[config.mk]
export PLATFORM = sky130hd
export DESIGN_NAME = mesh_ext_ingress_arb
export DESIGN_NICKNAME = d
export VERILOG_FILES = /design/src/rtl/mesh_ext_ingress_arb.sv
export SDC_FILE = /design/constraint.sdc
export NUM_CORES = 1
export LEC_CHECK = 0
export BUFFER_PORTS_ARGS = -buffer_cell sky130_fd_sc_hd__buf_2
export CAP_MARGIN = 20
export CORE_AREA = 2 2 156 158
export DETAILED_ROUTE_END_ITERATION = 10
export DIE_AREA = 0 0 158 160
export PLACE_DENSITY_LB_ADDON = 0.15
export SETUP_SLACK_MARGIN = 0.3
export SLEW_MARGIN = 40
export SYNTH_ARGS = -nofsm -noshare
export SYNTH_HDL_FRONTEND = slang
export SYNTH_SLANG_ARGS = --single-unit
[constraint.sdc]
create_clock -name clk -period 7.2 [get_ports clk]
set_input_delay 0.72 -clock clk [delete_from_list [all_inputs] [get_ports clk]]
set_output_delay 0.72 -clock clk [all_outputs]
set_load 0.02 [all_outputs]
[src/rtl/mesh_ext_ingress_arb.sv]
// mesh_ext_ingress_arb: packet-atomic round-robin arbiter feeding the mesh external ingress port.
// Define MESH_ARB_STATS_EN to build the per-requester saturating accepted-flit counters.
module mesh_ext_ingress_arb #(
    parameter int N_REQ   = 4,
    parameter int FLIT_W  = 64,
    parameter int MAX_GAP = 32
) (
    input  logic                    clk,
    input  logic                    rst_n,
    input  logic [N_REQ*FLIT_W-1:0] req_flit_i,
    input  logic [N_REQ-1:0]        req_valid_i,
    input  logic [N_REQ-1:0]        req_last_i,
    output logic [N_REQ-1:0]        req_ready_o,
    output logic [FLIT_W-1:0]       ext_flit_o,
    output logic                    ext_valid_o,
    input  logic                    ext_ready_i,
    output logic [N_REQ-1:0]        grant_o,
    output logic                    busy_o,
    output logic                    gap_err_o,
    output logic [N_REQ*16-1:0]     flit_cnt_o
);
    localparam int PW = $clog2(N_REQ);
    localparam int GW = $clog2(MAX_GAP + 1);
    localparam logic [0:0] IDLE   = 1'b0;
    localparam logic [0:0] LOCKED = 1'b1;

    logic [0:0]        state_q, state_d;
    logic [PW-1:0]     rr_q, rr_d, own_q, own_d, win, sel, nxt;
    logic [GW-1:0]     gap_q, gap_d;
    logic              gerr_q, gerr_d, vld_q, vld_d, out_free, acc;
    logic [FLIT_W-1:0] flit_q, flit_d;

    function automatic logic [PW-1:0] wrap(input int v);
        return PW'(v % N_REQ);
    endfunction

    always_comb begin
        win = rr_q;
        for (int k = N_REQ - 1; k >= 0; k--)
            if (req_valid_i[wrap(int'(rr_q) + k)]) win = wrap(int'(rr_q) + k);
    end

    assign sel         = (state_q == LOCKED) ? own_q : win;
    assign nxt         = wrap(int'(sel) + 1);
    assign out_free    = !vld_q || ext_ready_i;
    // Ready is gated by rst_n so the accept lines read zero the moment reset asserts.
    assign req_ready_o = (rst_n && out_free && (state_q == LOCKED || |req_valid_i)) ? N_REQ'(1) << sel : '0;
    assign acc         = req_valid_i[sel] && req_ready_o[sel];
    assign vld_d       = acc ? 1'b1 : (out_free ? 1'b0 : vld_q);
    assign flit_d      = acc ? req_flit_i[sel*FLIT_W +: FLIT_W] : flit_q;

    always_comb begin
        state_d = state_q;
        rr_d    = rr_q;
        own_d   = own_q;
        gap_d   = gap_q;
        gerr_d  = gerr_q;
        if (state_q == IDLE) begin
            if (acc && req_last_i[sel]) rr_d = nxt;
            else if (acc) begin
                state_d = LOCKED;
                own_d   = sel;
                gap_d   = '0;
            end
        end else if (acc) begin
            gap_d = '0;
            if (req_last_i[sel]) begin
                state_d = IDLE;
                rr_d    = nxt;
            end
        end else if (!req_valid_i[sel]) begin
            if (gap_q == GW'(MAX_GAP - 1)) begin
                state_d = IDLE;
                rr_d    = nxt;
                gap_d   = '0;
                gerr_d  = 1'b1;
            end else gap_d = gap_q + 1'b1;
        end
    end

    always_ff @(posedge clk or negedge rst_n) begin
        if (!rst_n) begin
            state_q <= IDLE;
            rr_q    <= '0;
            own_q   <= '0;
            gap_q   <= '0;
            gerr_q  <= 1'b0;
            vld_q   <= 1'b0;
            flit_q  <= '0;
        end else begin
            state_q <= state_d;
            rr_q    <= rr_d;
            own_q   <= own_d;
            gap_q   <= gap_d;
            gerr_q  <= gerr_d;
            vld_q   <= vld_d;
            flit_q  <= flit_d;
        end
    end

    assign ext_flit_o  = flit_q;
    assign ext_valid_o = vld_q;
    assign busy_o      = state_q == LOCKED;
    assign grant_o     = busy_o ? N_REQ'(1) << own_q : '0;
    assign gap_err_o   = gerr_q;

`ifdef MESH_ARB_STATS_EN
    logic [N_REQ-1:0][15:0] cnt_q;
    always_ff @(posedge clk or negedge rst_n) begin
        if (!rst_n) cnt_q <= '0;
        else
            for (int i = 0; i < N_REQ; i++)
                if (acc && sel == PW'(i) && cnt_q[i] != 16'hFFFF) cnt_q[i] <= cnt_q[i] + 16'd1;
    end
    assign flit_cnt_o = cnt_q;
`else
    assign flit_cnt_o = '0;
`endif
endmodule

======== Yosys cells after proc, flatten, opt, wreduce, memory -nomap -nowiden ========
Cells that the tools add are included.
storage, ports and cells
  register bits ........................... 77
  output and inout port bits .............. 139
  word-level logic and storage cells ...... 87
operators by class
  bitwise gates (word level) .............. 4
  shift-type cells ........................ 3
  $add $sub $neg .......................... 5
  eq/ne operators ......................... 6
  reductions and logical operators ........ 15
  $lt $le $gt $ge ......................... 5
  mux-type cells .......................... 42
operator list
  operator                                                                       number
  256-bit by 9-bit indexed part select with 64-bit output                        1
  6-bit 2-to-1 mux                                                               6
  2-bit 2-to-1 mux                                                               11
  1-bit 2-to-1 mux                                                               16
  2-bit by 3-bit less-than comparator with 1-bit output (second input constant)  5
  1-bit binary-select mux with 2-bit select                                      7
  4-bit 2-to-1 mux                                                               2
  4-bit AND reduction                                                            2
  1-bit by 2-bit << shifter with 4-bit output (first input constant)             2
  6-bit by 1-bit adder with 6-bit output (second input constant)                 1
  6-bit by 5-bit equality test with 1-bit output (second input constant)         1
  3-bit AND reduction                                                            2
  2-bit nonzero test                                                             3
  2-bit by 1-bit adder with 2-bit output (second input constant)                 2
  2-bit adder (second input constant)                                            2
  1-bit logical AND                                                              4
  2-bit inequality test (second input constant)                                  2
  1-bit inverter                                                                 4
  4-bit OR reduction                                                             1
  3-bit by 1-bit inequality test with 1-bit output (second input constant)       1
  3-bit by 2-bit inequality test with 1-bit output (second input constant)       1
  3-bit inequality test (second input constant)                                  1
  1-bit logical OR                                                               2
  1-bit logical NOT                                                              1

======== Longest topological paths before layout ========
Gate-level depths: netlist of the first run.
  depth in word-level cells ............... 16
  mapped depth ............................ 11
  depth with buffers taken out ............ 7

======== Worst setup path before layout of the first run ========
No wires, ideal clock.
  kind .................................... input-to-output
  start point ............................. input req_valid_i[1]
  end point ............................... output req_ready_o[2]
  data arrival time ....................... 2.462 ns
  setup slack ............................. 4.018 ns
  data required time ...................... 6.480 ns
  stages on the path ...................... 7
  cell sequence ........................... buf_2 o311ai_2 o21a_4 buf_2 buf_2 buf_1 and3_1
on the way
  longest elaborated chain between the ends .. 9
  elaborated cells on any way between the ends .. 18
  those cells by class .................... shift (1); mux (14); reduce/logical (3)
RTL lines
  what                                         line  RTL
  from (decl)                                  11    input logic [N_REQ-1:0] req_valid_i,
  1-bit binary-select mux with 2-bit select    40    if (req_valid_i[wrap(int'(rr_q) + k)]) win = wrap(int'(rr_q) + k);
  1-bit 2-to-1 mux (implied by the code)       40
  2-bit 2-to-1 mux (4 in series)               40
  2-bit 2-to-1 mux                             43    assign sel = (state_q == LOCKED) ? own_q : win;
  1-bit by 2-bit << shifter with 4-bit output  47    assign req_ready_o = (rst_n && out_free && (state_q == LOCKED || |req_valid_i)) ? N_REQ'(1) << sel : '0;
  4-bit 2-to-1 mux *                           47
  to (decl)                                    13    output logic [N_REQ-1:0] req_ready_o,
Mark *: on every way between the ends. The rest lies on a longest branch, timed or not. The select of a mux whose other input is x is not followed.

======== Final worst setup path of the first run ========
  start point ............................. input req_valid_i[2]
  end point ............................... output req_ready_o[0]
The elaborated chain is that of the path after synthesis.

==> metrics.cfg, run 1 <==
[synthesis]
mappedNetlistArea_um2=5840
synthArstFlopShare_pct=100
syn_inst=698
ys_ff_latch=77
ys_seq_area_share_pct=33.0
yosys_warnings=0
synth_edf_count=0
synth_flop_cell=dfrtp_1
synth_cell_types=48
avgSynthCellArea_um2=8.36

[critical_path]
end_kind=primary output
cp.arrival_ns=3.30
cpPeakStageDelay_ns=0.73
crit_slowest_cell=buf_4
crit_type=input port to primary output
cp-start-kind=input port
path_max_fanout=76
path_buf_inv=4
r2r_cells=8
crit_chain=buf_2 -> nor2b_1 -> o21a_1 -> o31a_2 -> buf_4 -> buf_4 -> nand2_1 -> nor2_1 -> buf_2
cp.required_ns=6.48
crit_family=buffers and inverters
critical_path_depth=9

[placement]
place_ws_ns=3.02
port_buffers=341
hpwl_um=15800
place_congestion=0.823

[pwr]
p_int_mw=1.73
combPwrFrac_pct=62.8
p_leak_nw=4.17
p_sw_share_pct=49.3
seq_power_share_pct=22.7
peakVddDrop_uv=174
p_per_area_nw_per_um2=435
pwr-share-clk_pct=14.5
power_switching_mw=1.68

[global_routing]
grt_pass1_vias=5879
grt_max_degree=120
grt.met2_usage_pct=27.8
grt_pass1_wl_um=32600
grt_busiest_layer=met2
grt_usage_pct=16.4
grtUsageMet1_pct=20.8
grt_overflow=0
antenna_found_initial=1
gr-usage-met3_pct=4.40

[flow_run]
drv_cap=0

[layout]
fill_cells=2679
multiInputGateArea_um2=3380
regArea_um2=1930
layout-drive-gt1-share_pct=37.9
nets=1262
syn2layout_area_growth_pct=34.4

[routing]
firstDrtPassIters=4
viasPerCell=4.55
wl_um=21400
post-route-drc-count=0
drt_iter0_markers=254
antenna_left=0
via_count=6023
wl_per_cell_um=16.2

[clock_network]
root_buffer=clkbuf_16
cts_max_level=3
clockBufferDepth=2
numCtsBuffers=9
cts_hold_buf=0
cts_resized=0
cts_setup_buffers=0
clk_pin_slew_ns=0.06
cts.sinks=77
clk_latency_ns=0.34
tritoncts=done

[timing]
setup_tns_ns=0
post-route-min-period_ns=4.02
final_max_slew_viol_count=0
rsz0062_at_grt=false
max_clock_freq_mhz=249
timing.hold.ws_ns=0.347
worst_pin_slew_ns=0.796
period_share_pct=55.9
relSlewSlack_pct=47.0
fin_ws_ns=3.18
timing_hold_violations_final=0
fin_skew_ns=0.00682
setup_viol=0

[die]
die_y_um=160
boundaryPins=406
die-area_um2=25300
core_um2=23800
num_rows=57
start_util_pct=24.5
die_w_um=158

[status]
outcome=complete, no violations

[hold_path]
hold_path_class=input port to asynchronous set/reset pin

## final timing paths
| check | slack, ns | startpoint | end |
|---|---|---|---|
| hold reg to reg | 0.47 | gap_err_o$_DFFE_PN0P_ | gap_err_o$_DFFE_PN0P_ |
| min in group clk | 0.47 | gap_err_o$_DFFE_PN0P_ | gap_err_o$_DFFE_PN0P_ |
| max in group asynchronous | 5.88 | rst_n | ext_flit_o[13]$_DFFE_PN0P_ |
| setup reg to reg | 3.44 | busy_o$_DFF_PN0_ | ext_flit_o[51]$_DFFE_PN0P_ |
| setup / recovery | 3.18 | req_valid_i[2] | req_ready_o[0] |
| hold / removal | 0.35 | rst_n | ext_flit_o[48]$_DFFE_PN0P_ |
## flip-flops by register name (all words and copies together), names as in the netlist
register and flops:
busy_o 1, ext_flit_o 64, ext_valid_o 1, gap_err_o 1, gap_q 6, own_q 2
rr_q 2
## synthesized netlist by cell type, drive strengths merged (3+ instances only)
library cell  number  area share (%)
a311oi            65             9.8
o21ai              4            0.34
and2              64             6.9
nor2b              3            0.32
o211ai             4            0.60
and3               8            0.86
nand3              5            0.51
a211oi            64             8.2
mux2               4            0.90
nand2b             6            0.64
clkbuf            36             2.3
dfrtp             77              33
nor3               6            0.51
a21o              66             8.5
mux2i              5            0.86
nor2              11            0.71
a21oi              5            0.43
nand3b             3            0.39
inv                4            0.26
buf               91              11
nand2            142             9.1
## stage by stage
stage	power (mW)	cell area [µm²]	util, %	std cells
6_report	3.42	7850	32.9	1324
5_1_grt	3.71	7850	32.9	1323
4_1_cts	3.46	7820	32.8	1321
3_5_place_dp	2.94	7500	31.5	1306
3_3_place_gp	2.93	7480	31.4	1305
2_1_floorplan	2.35	6070	-	761
## final cells by class
cell class	instances	share of cell area, %
diodes	2	0.0638
clock buffers	10	2.92
clock inverters	5	1.08
inverters	4	0.191
multi-input cells	553	43.0
flip-flops and latches	77	24.6
well taps	324	5.17
repair buffers	349	23.0
## worst register-to-register path: stages, from the launching register on
cell	delay, ns
dfrtp_1	0.61
nand2_1	0.23
or3b_4	0.43
o21a_4	0.38
o211ai_2	0.30
nand3_4	0.59
buf_4	0.62
a311oi_1	0.44
a21o_1	0.12
## logic make-up after synthesis
group,Yosys count,synth area share (%)
xor+xnor,1,0.150
mux,9,1.76
flops,77,33.0
buf+inv,131,13.5
compound gates,223,30.4
fa+ha+maj,1,0.214
simple gates,255,20.9
other cells,1,0.0642
## cell usage in the layout, fill, tap and decap left out, drive strengths merged, types with 5 or more instances in the layout
| master | netlist | final |
|---|---|---|
| a211oi | 64 | 64 |
| a21o | 66 | 66 |
| a21oi | 5 | 5 |
| a311oi | 65 | 65 |
| and2 | 64 | 64 |
| and3 | 8 | 8 |
| buf | 91 | 349 |
| clkbuf | 36 | 10 |
| conb | 1 | 64 |
| dfrtp | 77 | 77 |
| inv | 4 | 5 |
| mux2i | 5 | 5 |
| nand2 | 142 | 142 |
| nand2b | 6 | 6 |
| nand3 | 5 | 5 |
| nor2 | 11 | 11 |
| nor3 | 6 | 6 |
## metal layers
layer | share of wire, % | vias up
li1 | - | 2988
met1 | 43 | 2791
met2 | 49 | 228
met3 | 6.7 | 16
met4 | 1.6 | 0
met5 | 0 | -
## power by group through the flow
| stage | Sequential, mW | Clock, mW | Combinational, mW |
|---|---|---|---|
| after detailed placement | 0.780 | 0 | 2.16 |
| final | 0.777 | 0.495 | 2.14 |
| after CTS | 0.779 | 0.521 | 2.16 |
| after floorplan | 0.968 | 0 | 1.38 |
| after global routing | 0.805 | 0.538 | 2.37 |
| after global placement | 0.787 | 0 | 2.14 |
No activity file was read; power rests on OpenSTA's default activity.
==> run 2, diff against run 1 <==
Clock period 7.2 ns to 4.1 ns, I/O delays scaled along.
==> metrics.cfg, run 2 (synthesis results as in run 1) <==
[layout]
fill_cells=2657  ; -0.82%
largest_reg_flops=64  ; unchanged
final_cells=1327  ; +0.23%
syn2layout_area_growth_pct=34.7
layout-drive-gt1-share_pct=38.2  ; +0.35 points
nets=1265  ; +0.24%
final_cell_mix=buf_2, nand2_1, dfrtp_1
final_common_cell=buf_2

[placement]
place_inst=1309  ; +0.23%
place_ws_ns=1.05  ; -1.96 ns
place_congestion=0.821  ; -0.27%
port_buffers=341  ; unchanged
hpwl_um=15900  ; +0.50%

[routing]
wl_per_cell_um=16.2  ; about the same
post-route-drc-count=0  ; unchanged
drt_iter0_markers=377  ; +48%
firstDrtPassIters=4  ; unchanged
antenna_left=0  ; unchanged
viasPerCell=4.58  ; +0.60%
wl_um=21400  ; +0.20%
via_count=6073  ; +0.83%

[critical_path]
cp.required_ns=4.32  ; -2.16 ns
crit_type=flip-flop to flip-flop
path_max_fanout=58  ; -24%
r2r_slack_ns=1.06  ; -2.38 ns
end_kind=flip-flop
cp-start-kind=flip-flop
cp.arrival_ns=3.27  ; -0.03 ns

[clock_network]
cts_setup_buffers=0  ; unchanged
root_buffer=clkbuf_16
cts_hold_buf=0  ; unchanged
numCtsBuffers=9  ; unchanged
clk_latency_ns=0.34  ; about the same
clk_pin_slew_ns=0.06  ; about the same
clockBufferDepth=2  ; unchanged
cts.sinks=77  ; unchanged
cts_resized=0  ; unchanged
cts_max_level=3  ; unchanged
tritoncts=done

[timing]
fin_ws_ns=1.06  ; -2.12 ns
rsz0062_at_grt=false
setup_viol=0  ; unchanged
final_max_slew_viol_count=0  ; unchanged
timing_hold_violations_final=0  ; unchanged
post-route-min-period_ns=3.04
worst_pin_slew_ns=0.705  ; -0.0908 ns
relSlewSlack_pct=53.0  ; +6.1 points
period_share_pct=74.2
fin_skew_ns=0.00516  ; -0.00165 ns
max_clock_freq_mhz=329
setup_tns_ns=0  ; unchanged

[die]
die-area_um2=25300  ; unchanged
die_y_um=160  ; unchanged
num_rows=57  ; unchanged
boundaryPins=406  ; unchanged
core_um2=23800  ; unchanged
die_w_um=158  ; unchanged
start_util_pct=24.5  ; unchanged

[global_routing]
antenna_found_initial=3  ; +2
grt_max_degree=131  ; +9.2%
grt_overflow=0  ; unchanged
grt_usage_pct=16.5  ; about the same
grt_pass1_vias=6017  ; +2.3%
grt_pass1_wl_um=32600  ; about the same

[pwr]
peakVddDrop_uv=292  ; +68%
p_per_area_nw_per_um2=759  ; +74%
p_leak_nw=4.19  ; +0.32%

[status]
outcome=complete, no violations

[flow_run]
drv_cap=0  ; unchanged

[hold_path]
hold_path_class=input port to asynchronous set/reset pin

-- run 2: critical path, cell delays in order (launching register included) --
cell and delay (ns):
dfrtp_1 0.59, o311ai_2 0.57, o21a_4 0.37, buf_4 0.57, o211ai_1 0.19, and3_1 0.23
and3_1 0.18, a211o_1 0.22
-- run 2: final cells by class --
cell class / count / area, µm² / share of cell area [%]
clock buffers: 11 / 253 / 3.21
repair buffers: 352 / 1830 / 23.2
multi-input cells: 553 / 3380 / 42.9
well taps: 324 / 405 / 5.16
diodes: 1 / 2.50 / 0.0318
flip-flops and latches: 77 / 1930 / 24.5
inverters: 4 / 15.0 / 0.191
clock inverters: 5 / 58.8 / 0.748
-- run 2: power breakdown --
group	switching [mW]	internal [mW]
logic	2.35	1.39
registers	0.255	1.12
clock network	0.342	0.505
-- run 2: through the flow --
stage               instance area, µm²  power (mW)  util, %  hold WS [ns]
finish                            7860        5.97     33.0         0.126
global route                      7860        6.47     33.0         0.162
global placement                  7540        5.17     31.7         0.456
floorplan                         6070        4.12        -         0.114
CTS                               7860        6.07     33.0         0.146
detailed placement                7540        5.18     31.7         0.460
-- run 2: final timing paths --
kind                                  startpoint                          to  cells after the start
min in group clk                     ext_ready_i     ext_valid_o$_DFFE_PN0P_                      3
max in group asynchronous                  rst_n  ext_flit_o[15]$_DFFE_PN0P_                      3
min reg2reg                gap_err_o$_DFFE_PN0P_       gap_err_o$_DFFE_PN0P_                      1
max reg2reg                     busy_o$_DFF_PN0_        gap_q[3]$_DFFE_PN0P_                      7
max                             busy_o$_DFF_PN0_        gap_q[3]$_DFFE_PN0P_                      7
min                                        rst_n  ext_flit_o[46]$_DFFE_PN0P_                      2
-- run 2: per-layer routing --
layer / part of all wire (%) / wire length, µm / global-route usage, %
met5: 0.11 / 23 / 0
met4: 0.94 / 201 / 3.69
met3: 6.7 / 1450 / 4.61
met2: 50 / 10700 / 28.2
met1: 42 / 9100 / 20.4
